<file path="src/rtl/alu_ctrl_pkg.sv">
// Shared definitions for the ALU byte-stream sequencer: state encoding,
// result byte count and the opcode values the bench drives.
package alu_ctrl_pkg;

  typedef enum logic [2:0] {
    ST_IDLE    = 3'd0,
    ST_GET_OP2 = 3'd1,
    ST_GET_OPC = 3'd2,
    ST_EXEC    = 3'd3,
    ST_SEND_HI = 3'd4,
    ST_SEND_LO = 3'd5
  } state_e;

  localparam int unsigned RESULT_BYTES = 2;

  localparam logic [5:0] OPC_ADD = 6'h20;
  localparam logic [5:0] OPC_SUB = 6'h22;

endpackage

</file>
<file path="src/rtl/alu_ctrl_timeout.sv">
// Inter-byte timeout counter: counts while i_run is high, clears on i_clear or
// when idle, and flags expiry on the last cycle of the allowed window.
module alu_ctrl_timeout #(
  parameter int unsigned CYCLES = 100000
) (
  input  logic clk,
  input  logic i_reset,
  input  logic i_run,
  input  logic i_clear,
  output logic o_expired
);

  localparam int unsigned CNT_W = (CYCLES < 2) ? 1 : $clog2(CYCLES + 1);

  logic [CNT_W-1:0] cnt;

  // A byte arriving on the expiry cycle wins, so i_clear masks the flag.
  assign o_expired = i_run && !i_clear && (cnt == CNT_W'(CYCLES - 1));

  always_ff @(posedge clk or negedge i_reset) begin
    if (!i_reset) begin
      cnt <= '0;
    end else if (!i_run || i_clear) begin
      cnt <= '0;
    end else if (!o_expired) begin
      cnt <= cnt + 1'b1;
    end
  end

endmodule

</file>
<file path="src/rtl/alu_uart_ctrl.sv">
// Collects operand1/operand2/opcode bytes from the RX stream, drives the ALU and
// returns the 16-bit result as high then low byte. Optional: ALU_CTRL_TIMEOUT_EN.
module alu_uart_ctrl
  import alu_ctrl_pkg::*;
#(
  parameter int unsigned NB_OP          = 6,
  parameter int unsigned NB_DATA        = 8,
  parameter int unsigned NB_OUT         = 16,
  parameter int unsigned TIMEOUT_CYCLES = 100000
) (
  input  logic                      clk,
  input  logic                      i_reset,
  input  logic        [NB_DATA-1:0] i_rx_data,
  input  logic                      i_rx_valid,
  output logic signed [NB_DATA-1:0] o_operand1,
  output logic signed [NB_DATA-1:0] o_operand2,
  output logic        [NB_OP-1:0]   o_opcode,
  input  logic signed [NB_OUT-1:0]  i_alu_result,
  output logic        [NB_DATA-1:0] o_tx_data,
  output logic                      o_tx_valid,
  input  logic                      i_tx_ready,
  output logic                      o_busy,
  output logic                      o_error
);

  if (NB_OUT != RESULT_BYTES * NB_DATA || NB_OP > NB_DATA || TIMEOUT_CYCLES == 0) begin : g_bad_cfg
    $error("alu_uart_ctrl: inconsistent width/timeout parameters");
  end

  state_e                    state;
  logic signed [NB_OUT-1:0]  result_reg;
  logic                      expired;

  // The transmit byte is a pure register select, so it cannot move while
  // the FSM sits in a send state waiting for ready.
  assign o_tx_data = (state == ST_SEND_LO) ? result_reg[NB_DATA-1:0]
                                           : result_reg[NB_OUT-1:NB_DATA];

`ifdef ALU_CTRL_TIMEOUT_EN
  logic to_run;
  logic error_q;

  assign to_run  = (state == ST_GET_OP2) || (state == ST_GET_OPC);
  assign o_error = error_q;

  alu_ctrl_timeout #(
    .CYCLES (TIMEOUT_CYCLES)
  ) u_timeout (
    .clk       (clk),
    .i_reset   (i_reset),
    .i_run     (to_run),
    .i_clear   (i_rx_valid),
    .o_expired (expired)
  );
`else
  assign expired = 1'b0;
  assign o_error = 1'b0;
`endif

  always_ff @(posedge clk or negedge i_reset) begin
    if (!i_reset) begin
      state      <= ST_IDLE;
      o_operand1 <= '0;
      o_operand2 <= '0;
      o_opcode   <= '0;
      result_reg <= '0;
      o_tx_valid <= 1'b0;
      o_busy     <= 1'b0;
`ifdef ALU_CTRL_TIMEOUT_EN
      error_q    <= 1'b0;
`endif
    end else begin
`ifdef ALU_CTRL_TIMEOUT_EN
      error_q <= 1'b0;
`endif
      case (state)
        ST_IDLE: begin
          if (i_rx_valid) begin
            o_operand1 <= $signed(i_rx_data);
            o_busy     <= 1'b1;
            state      <= ST_GET_OP2;
          end
        end
        ST_GET_OP2: begin
          if (i_rx_valid) begin
            o_operand2 <= $signed(i_rx_data);
            state      <= ST_GET_OPC;
          end else if (expired) begin
            o_busy <= 1'b0;
            state  <= ST_IDLE;
`ifdef ALU_CTRL_TIMEOUT_EN
            error_q <= 1'b1;
`endif
          end
        end
        ST_GET_OPC: begin
          if (i_rx_valid) begin
            o_opcode <= i_rx_data[NB_OP-1:0];
            state    <= ST_EXEC;
          end else if (expired) begin
            o_busy <= 1'b0;
            state  <= ST_IDLE;
`ifdef ALU_CTRL_TIMEOUT_EN
            error_q <= 1'b1;
`endif
          end
        end
        ST_EXEC: begin
          result_reg <= i_alu_result;
          o_tx_valid <= 1'b1;
          state      <= ST_SEND_HI;
        end
        ST_SEND_HI: begin
          if (i_tx_ready) begin
            state <= ST_SEND_LO;
          end
        end
        ST_SEND_LO: begin
          if (i_tx_ready) begin
            o_tx_valid <= 1'b0;
            o_busy     <= 1'b0;
            state      <= ST_IDLE;
          end
        end
        default: begin
          o_tx_valid <= 1'b0;
          o_busy     <= 1'b0;
          state      <= ST_IDLE;
        end
      endcase
    end
  end

endmodule

</file>
<file path="config.mk">
export PLATFORM = sky130hd
export DESIGN_NAME = alu_uart_ctrl
export DESIGN_NICKNAME = d
export VERILOG_FILES = /design/src/rtl/alu_ctrl_pkg.sv /design/src/rtl/alu_ctrl_timeout.sv /design/src/rtl/alu_uart_ctrl.sv
export SDC_FILE = /design/constraint.sdc
export NUM_CORES = 1
export LEC_CHECK = 0
export BUFFER_PORTS_ARGS = -buffer_cell sky130_fd_sc_hd__buf_2
export CAP_MARGIN = 10
export CORE_MARGIN = 2
export CORE_UTILIZATION = 50
export CTS_CLUSTER_DIAMETER = 80
export CTS_CLUSTER_SIZE = 10
export DETAILED_ROUTE_END_ITERATION = 6
export PLACE_DENSITY_LB_ADDON = 0.15
export SLEW_MARGIN = 25
export SYNTH_ARGS = -nofsm -noshare
export SYNTH_HDL_FRONTEND = slang
export SYNTH_SLANG_ARGS = --single-unit
</file>
<file path="constraint.sdc">
create_clock -name clk -period 2.65 [get_ports clk]
set_input_delay 0.1325 -clock clk [delete_from_list [all_inputs] [get_ports clk]]
set_output_delay 0.1325 -clock clk [all_outputs]
set_load 0.01 [all_outputs]
</file>
Word level (Yosys, flattened, before mapping)
Index checks and enable logic that the tools add are counted.
- reductions and logical operators: 9
- bitwise gates (word level): 2
- eq/ne operators: 10
- multipliers: 0
- shift operators: 0
- muxes and demuxes: 11
- order comparisons: 0
- add/subtract/negate cells: 0
- div/mod/pow operators: 0
- operators with widths (kind ; number):
    $pmux 3 s6 ; 1
    $mux 3 ; 5
    $ne 2x2->1 const B ; 5
    $mux 8 ; 1
    $reduce_and 2->1 ; 4
    $reduce_or 4->1 ; 2
    $eq 3x2->1 const B ; 2
    $eq 3x3->1 const B ; 2
    $pmux 1 s3 ; 2
    $reduce_and 5->1 ; 1
    $eq 3x1->1 const B ; 1
    $logic_not 3->1 ; 1
    $reduce_and 3->1 ; 1
    $mux 1 ; 2
    $not 1->1 ; 2
- output and inout port bits: 33
- logic and storage cells: 39
- memories: 0
- bits in read-only memories: 0
- bits in registers: 43
- memory bits (writable): 0
- input bits: 28
- latch bits: 0

Longest topological paths before layout
- depth after elaboration: 4
- gate-level depth with buffers: 5
- depth with buffers taken out: 3

Worst setup path before layout
No wires, ideal clock.
- path kind: register to register
- start point: register state[2]
- end point: register o_operand1[0]
- stages on the path, launching flop included: 4
- buffers on the path: 1
- setup slack: 1.163 ns
- data required time: 2.525 ns
- clock period less this slack: 1.487 ns
- arrival: 1.363 ns
- library setup time: 0.125 ns
- cells stage by stage: dfrtp_1 buf_6 nor4b_4 mux2_2
- word-level cells in the longest chain between the ends: 2
- RTL lines (what ; RTL line ; RTL):
    from (decl) ; alu_uart_ctrl.sv:30 ; state_e state;
    from (signal assigned) ; alu_uart_ctrl.sv:62 ; state <= ST_IDLE;
    from (signal assigned) ; alu_uart_ctrl.sv:81 ; state <= ST_GET_OP2;
    from (signal assigned) ; alu_uart_ctrl.sv:87 ; state <= ST_GET_OPC;
    $logic_not 3->1 ; alu_uart_ctrl.sv:76 ; case (state)
    $reduce_and 2->1 (no source line) ; - ;
    to (signal assigned) ; alu_uart_ctrl.sv:79 ; o_operand1 <= $signed(i_rx_data);
    to (decl) ; alu_uart_ctrl.sv:15 ; output logic signed [NB_DATA-1:0] o_operand1,
No other way between the ends.
A chain may end at the register's enable or synchronous reset.

Worst setup path in the final report
- start point: register state[0]
- end point: output port o_tx_data[7]
- word-level cells in the longest chain between the ends: 2
- RTL lines (what ; RTL line ; RTL):
    $eq 3x3->1 ; alu_uart_ctrl.sv:36 ; assign o_tx_data = (state == ST_SEND_LO) ? result_reg[NB_DATA-1:0]
    $mux 8 ; alu_uart_ctrl.sv:36 ;
    to (decl) ; alu_uart_ctrl.sv:19 ; output logic [NB_DATA-1:0] o_tx_data,
No other way between the ends.

==> run summary <==
TritonCTS built the clock tree. The standard-cell row count was 21. Worst reg-to-reg path cell count: 2. The run gives 1790 sq um as the cell area after synthesis. In the post-synthesis netlist, the biggest area contributors are sky130_fd_sc_hd__dfrtp_1 (60%), sky130_fd_sc_hd__mux2_2 (29%), sky130_fd_sc_hd__a21oi_1 (1.7%).

Across the whole layout, storage elements account for 1080 sq um. The Yosys step of the flow raised 0 warnings. The run gives 255 as the number of filler instances in the final layout. The number of nets handed over by synthesis was 149. Setup repair after global routing left no endpoint under its margin. For the area of all placed cells without fillers, the log shows 2280 sq um. The tools report the launch instance of the worst register-to-register path as state[2].

The number of different library cells used by synthesis comes to 18. The die covers 4080 sq um. Adding up every negative setup slack in the final design gives 0 ns. Cells with a size suffix above 1 make up 59.3% of the layout. Clock latency on the worst-skew pair, taken at its later pin, is 0.35 ns. Number of sinks driven by the clock tree: 43. For this block, the routed nets add up to 3.46 mm of wire. The multi-input combinational cells in the finished layout cover a total of 671 sq um.

Once the clock tree was built, the setup fixing pass inserted 0 buffers. For the worst setup path, the data arrival time is 1.92 ns. The run gives 52.9% as the initial core utilization. The clock passes through at most 2 buffers. In this run the standard cell core region covers 3390 sq um.

Placer congestion estimate: 0.879. 61 I/O pins were placed. Entering global routing, the biggest net connects 44 pins. For the worst-case vdd ir drop, the log shows 0.564 mV. The tools report the end of the worst register-to-register path as o_operand1[3]. Summing over every cut layer, the via total after detailed routing is 1,192.

The run gives 0 as the initial antenna violation count. The worst path in the final design needs a cycle of 2.05 ns, including I/O delays and setup. At the placement stage, the worst setup path has a slack of 0.970 ns.

Buffers inserted during clock tree synthesis total 5. In this run the cell area measured after placement is 2110 sq um. Once detailed placement completed, the half-perimeter wirelength came to 2.45 mm.

The logs give 0 for the global route total overflow and 0 for the max-cap check violation count. Sequential cells account for 46.8% of the total power. The flip-flop count of the largest register, all copies and words added is 16. The number of antenna diodes in the final layout is 0.

The layout overhead on the synthesized area came out at 27.3%. Clock slew at the register clock pins of the worst setup and hold paths: 0.11 ns. STA classifies the critical path endpoint as a primary output. The switching portion of total power came out at 33.8%.

The tightest min-delay check is of the input port to flop type. The count of buffers added on input and output ports is 59. The final cycle utilization of the critical path was 77.3%.

Cells fill 67.4% of the core in the end. In this run the register-to-register setup slack is 0.96 ns. After synthesis the netlist holds a flip-flop and latch count of 43. Launch point of the worst path: state[0].

The die height came out at 63.9 microns. The tree is rooted in a sky130_fd_sc_hd__clkbuf_4. The worst pin sits at a relative slew slack of 39.7%. The clock tree synthesis step divided the H-tree into 2 levels.

For this run, design rule violations remaining after detail routing come to 0. The worst hold path passes through 2 cells. Share of total power in the clock network: 11.7%. Setup slack on the critical path of the routed design comes to 0.601 ns. The first detailed-routing pass took 4 iterations. The antenna violation net count after detailed routing was 0; the actual transition at the worst max-transition pin was 0.904 ns.

Initial DRC count: 31. The worst setup path is launched from a flop. Leakage power figure: 1.09 nW.

The number of gates given a new drive strength after cts is 0. The die is 63.9 microns wide. The critical path ends at o_tx_data[7]. The net count of the finished layout is 221. Along the worst path, the maximum fanout reaches 10. The count of endpoints failing hold in the final timing report was 0; the highest clock rate was 488 MHz. Combinational logic burns 41.5% of the power. The final max-slew violation count came out at 0.

The worst setup path is of the flop to primary output kind. The first global-routing pass estimated 5.93 mm of wire. In the layout the commonest cells are sky130_fd_sc_hd__buf_2 (59), sky130_fd_sc_hd__mux2_2 (46), sky130_fd_sc_hd__dfrtp_1 (43), sky130_fd_sc_hd__dlygate4sd3_1 (12), sky130_fd_sc_hd__a21oi_1 (6).

The power density over cell area came out at 1120 nW/um^2. Leaving out fill and tap cells, the most frequent cell in the layout is sky130_fd_sc_hd__buf_2. Sequential share of the synthesized area: 60.0%. For the critical path data required time, the log shows 2.52 ns. The average cell area after synthesis works out to 14.8 sq um. The synthesized design devotes to its leading area cell type 60.0% of total area.

The via density per instance came out at 4.97. The run finished with clean final reports. Setup violations remaining at the end of the flow were counted as 0. The most area-hungry cell type in the Yosys netlist is sky130_fd_sc_hd__dfrtp_1. Clock skew on the completed layout was measured at 0.00805 ns.

After detailed routing, the average wire length per cell comes to 14.4 microns. The net switching power of the design was 0.861 mW; the smallest hold slack was 0.00935 ns. The internal power of the cells totals 1.69 mW.

In the global route stage, overall resource usage came out at 19.4%. For the number of global-route vias before repair, the log shows 1,277. The run gives 121 as the number of standard cells after synthesis.
==> through the flow <==
step	cells	total power, mW
final	240	2.55
after global routing	240	2.73
after CTS	240	2.57
after detailed placement	220	2.26
after global placement	220	2.21
after floorplan	121	1.87
==> layout make-up <==
type	count	share of cell area, %
clock buffers	7	1.97
inverters	2	0.329
flip-flops and latches	43	47.1
clock inverters	1	0.219
well taps	46	2.52
multi-input cells	69	29.4
repair buffers	72	18.5
==> what timing repair did <==
| action | 4_1_cts | 5_1_grt |
|---|---|---|
| setup endpoints to repair | 0 | 0 |
| hold endpoints to repair | 54 | 0 |
| hold buffers | 12 | 0 |
==> logic make-up after synthesis <==
kind of cell / after synthesis / share of synthesized area, %
multiplexers: 46 / 28.9
flip-flops: 43 / 60.0
AND/OR/NAND/NOR: 13 / 5.23
buffers and inverters: 9 / 3.00
AO/OA/AOI/OAI: 8 / 2.23
XOR/XNOR: 1 / 0.488
other: 1 / 0.209
==> power groups by stage <==
stage	Clock, mW	Combinational, mW	Sequential, mW
floorplan	0	0.653	1.22
global placement	0	1.03	1.18
detailed placement	0	1.06	1.20
CTS	0.311	1.07	1.19
global route	0.331	1.16	1.23
finish	0.298	1.06	1.19
==> critical path: stages (launching register included) <==
cell and delay (ns):
sky130_fd_sc_hd__dfrtp_1 0.52, sky130_fd_sc_hd__nor2b_1 0.21, sky130_fd_sc_hd__nand2_1 0.32, sky130_fd_sc_hd__mux2_2 0.38
sky130_fd_sc_hd__buf_2 0.14
==> per-layer routing <==
layer  vias to the layer above  GRT usage (%)  share of wire, %
li1                        565              -                 -
met1                       579           22.4                39
met2                        41           32.9                53
met3                         7           5.11               5.7
met4                         0           10.3               2.4
met5                         -              0                 0
==> how the worst min path moves through the flow <==
stage | from | to | slack, ns
global placement | i_reset | o_opcode[3] | 0.31
finish | i_alu_result[14] | result_reg[14] | 0.009
detailed placement | i_reset | o_opcode[3] | 0.32
CTS | i_alu_result[14] | result_reg[14] | 0.0002
floorplan | i_reset | o_busy | -0.16
global route | i_alu_result[14] | result_reg[14] | 0.009
==> cells in the mapped netlist <==
library cell / n
sky130_fd_sc_hd__inv_1: 2
sky130_fd_sc_hd__buf_4: 2
sky130_fd_sc_hd__o21ai_0: 2
sky130_fd_sc_hd__nor4bb_1: 1
sky130_fd_sc_hd__and3_1: 1
sky130_fd_sc_hd__nor2_1: 2
sky130_fd_sc_hd__conb_1: 1
sky130_fd_sc_hd__xor2_1: 1
sky130_fd_sc_hd__nand3b_2: 1
sky130_fd_sc_hd__nor2b_1: 2
sky130_fd_sc_hd__mux2_2: 46
sky130_fd_sc_hd__nor4b_4: 1
sky130_fd_sc_hd__buf_6: 1
sky130_fd_sc_hd__dfrtp_1: 43
sky130_fd_sc_hd__a21oi_1: 6
sky130_fd_sc_hd__buf_2: 4
sky130_fd_sc_hd__nand2_1: 4
sky130_fd_sc_hd__nor3b_1: 1
(Power assumes the default switching activity.)
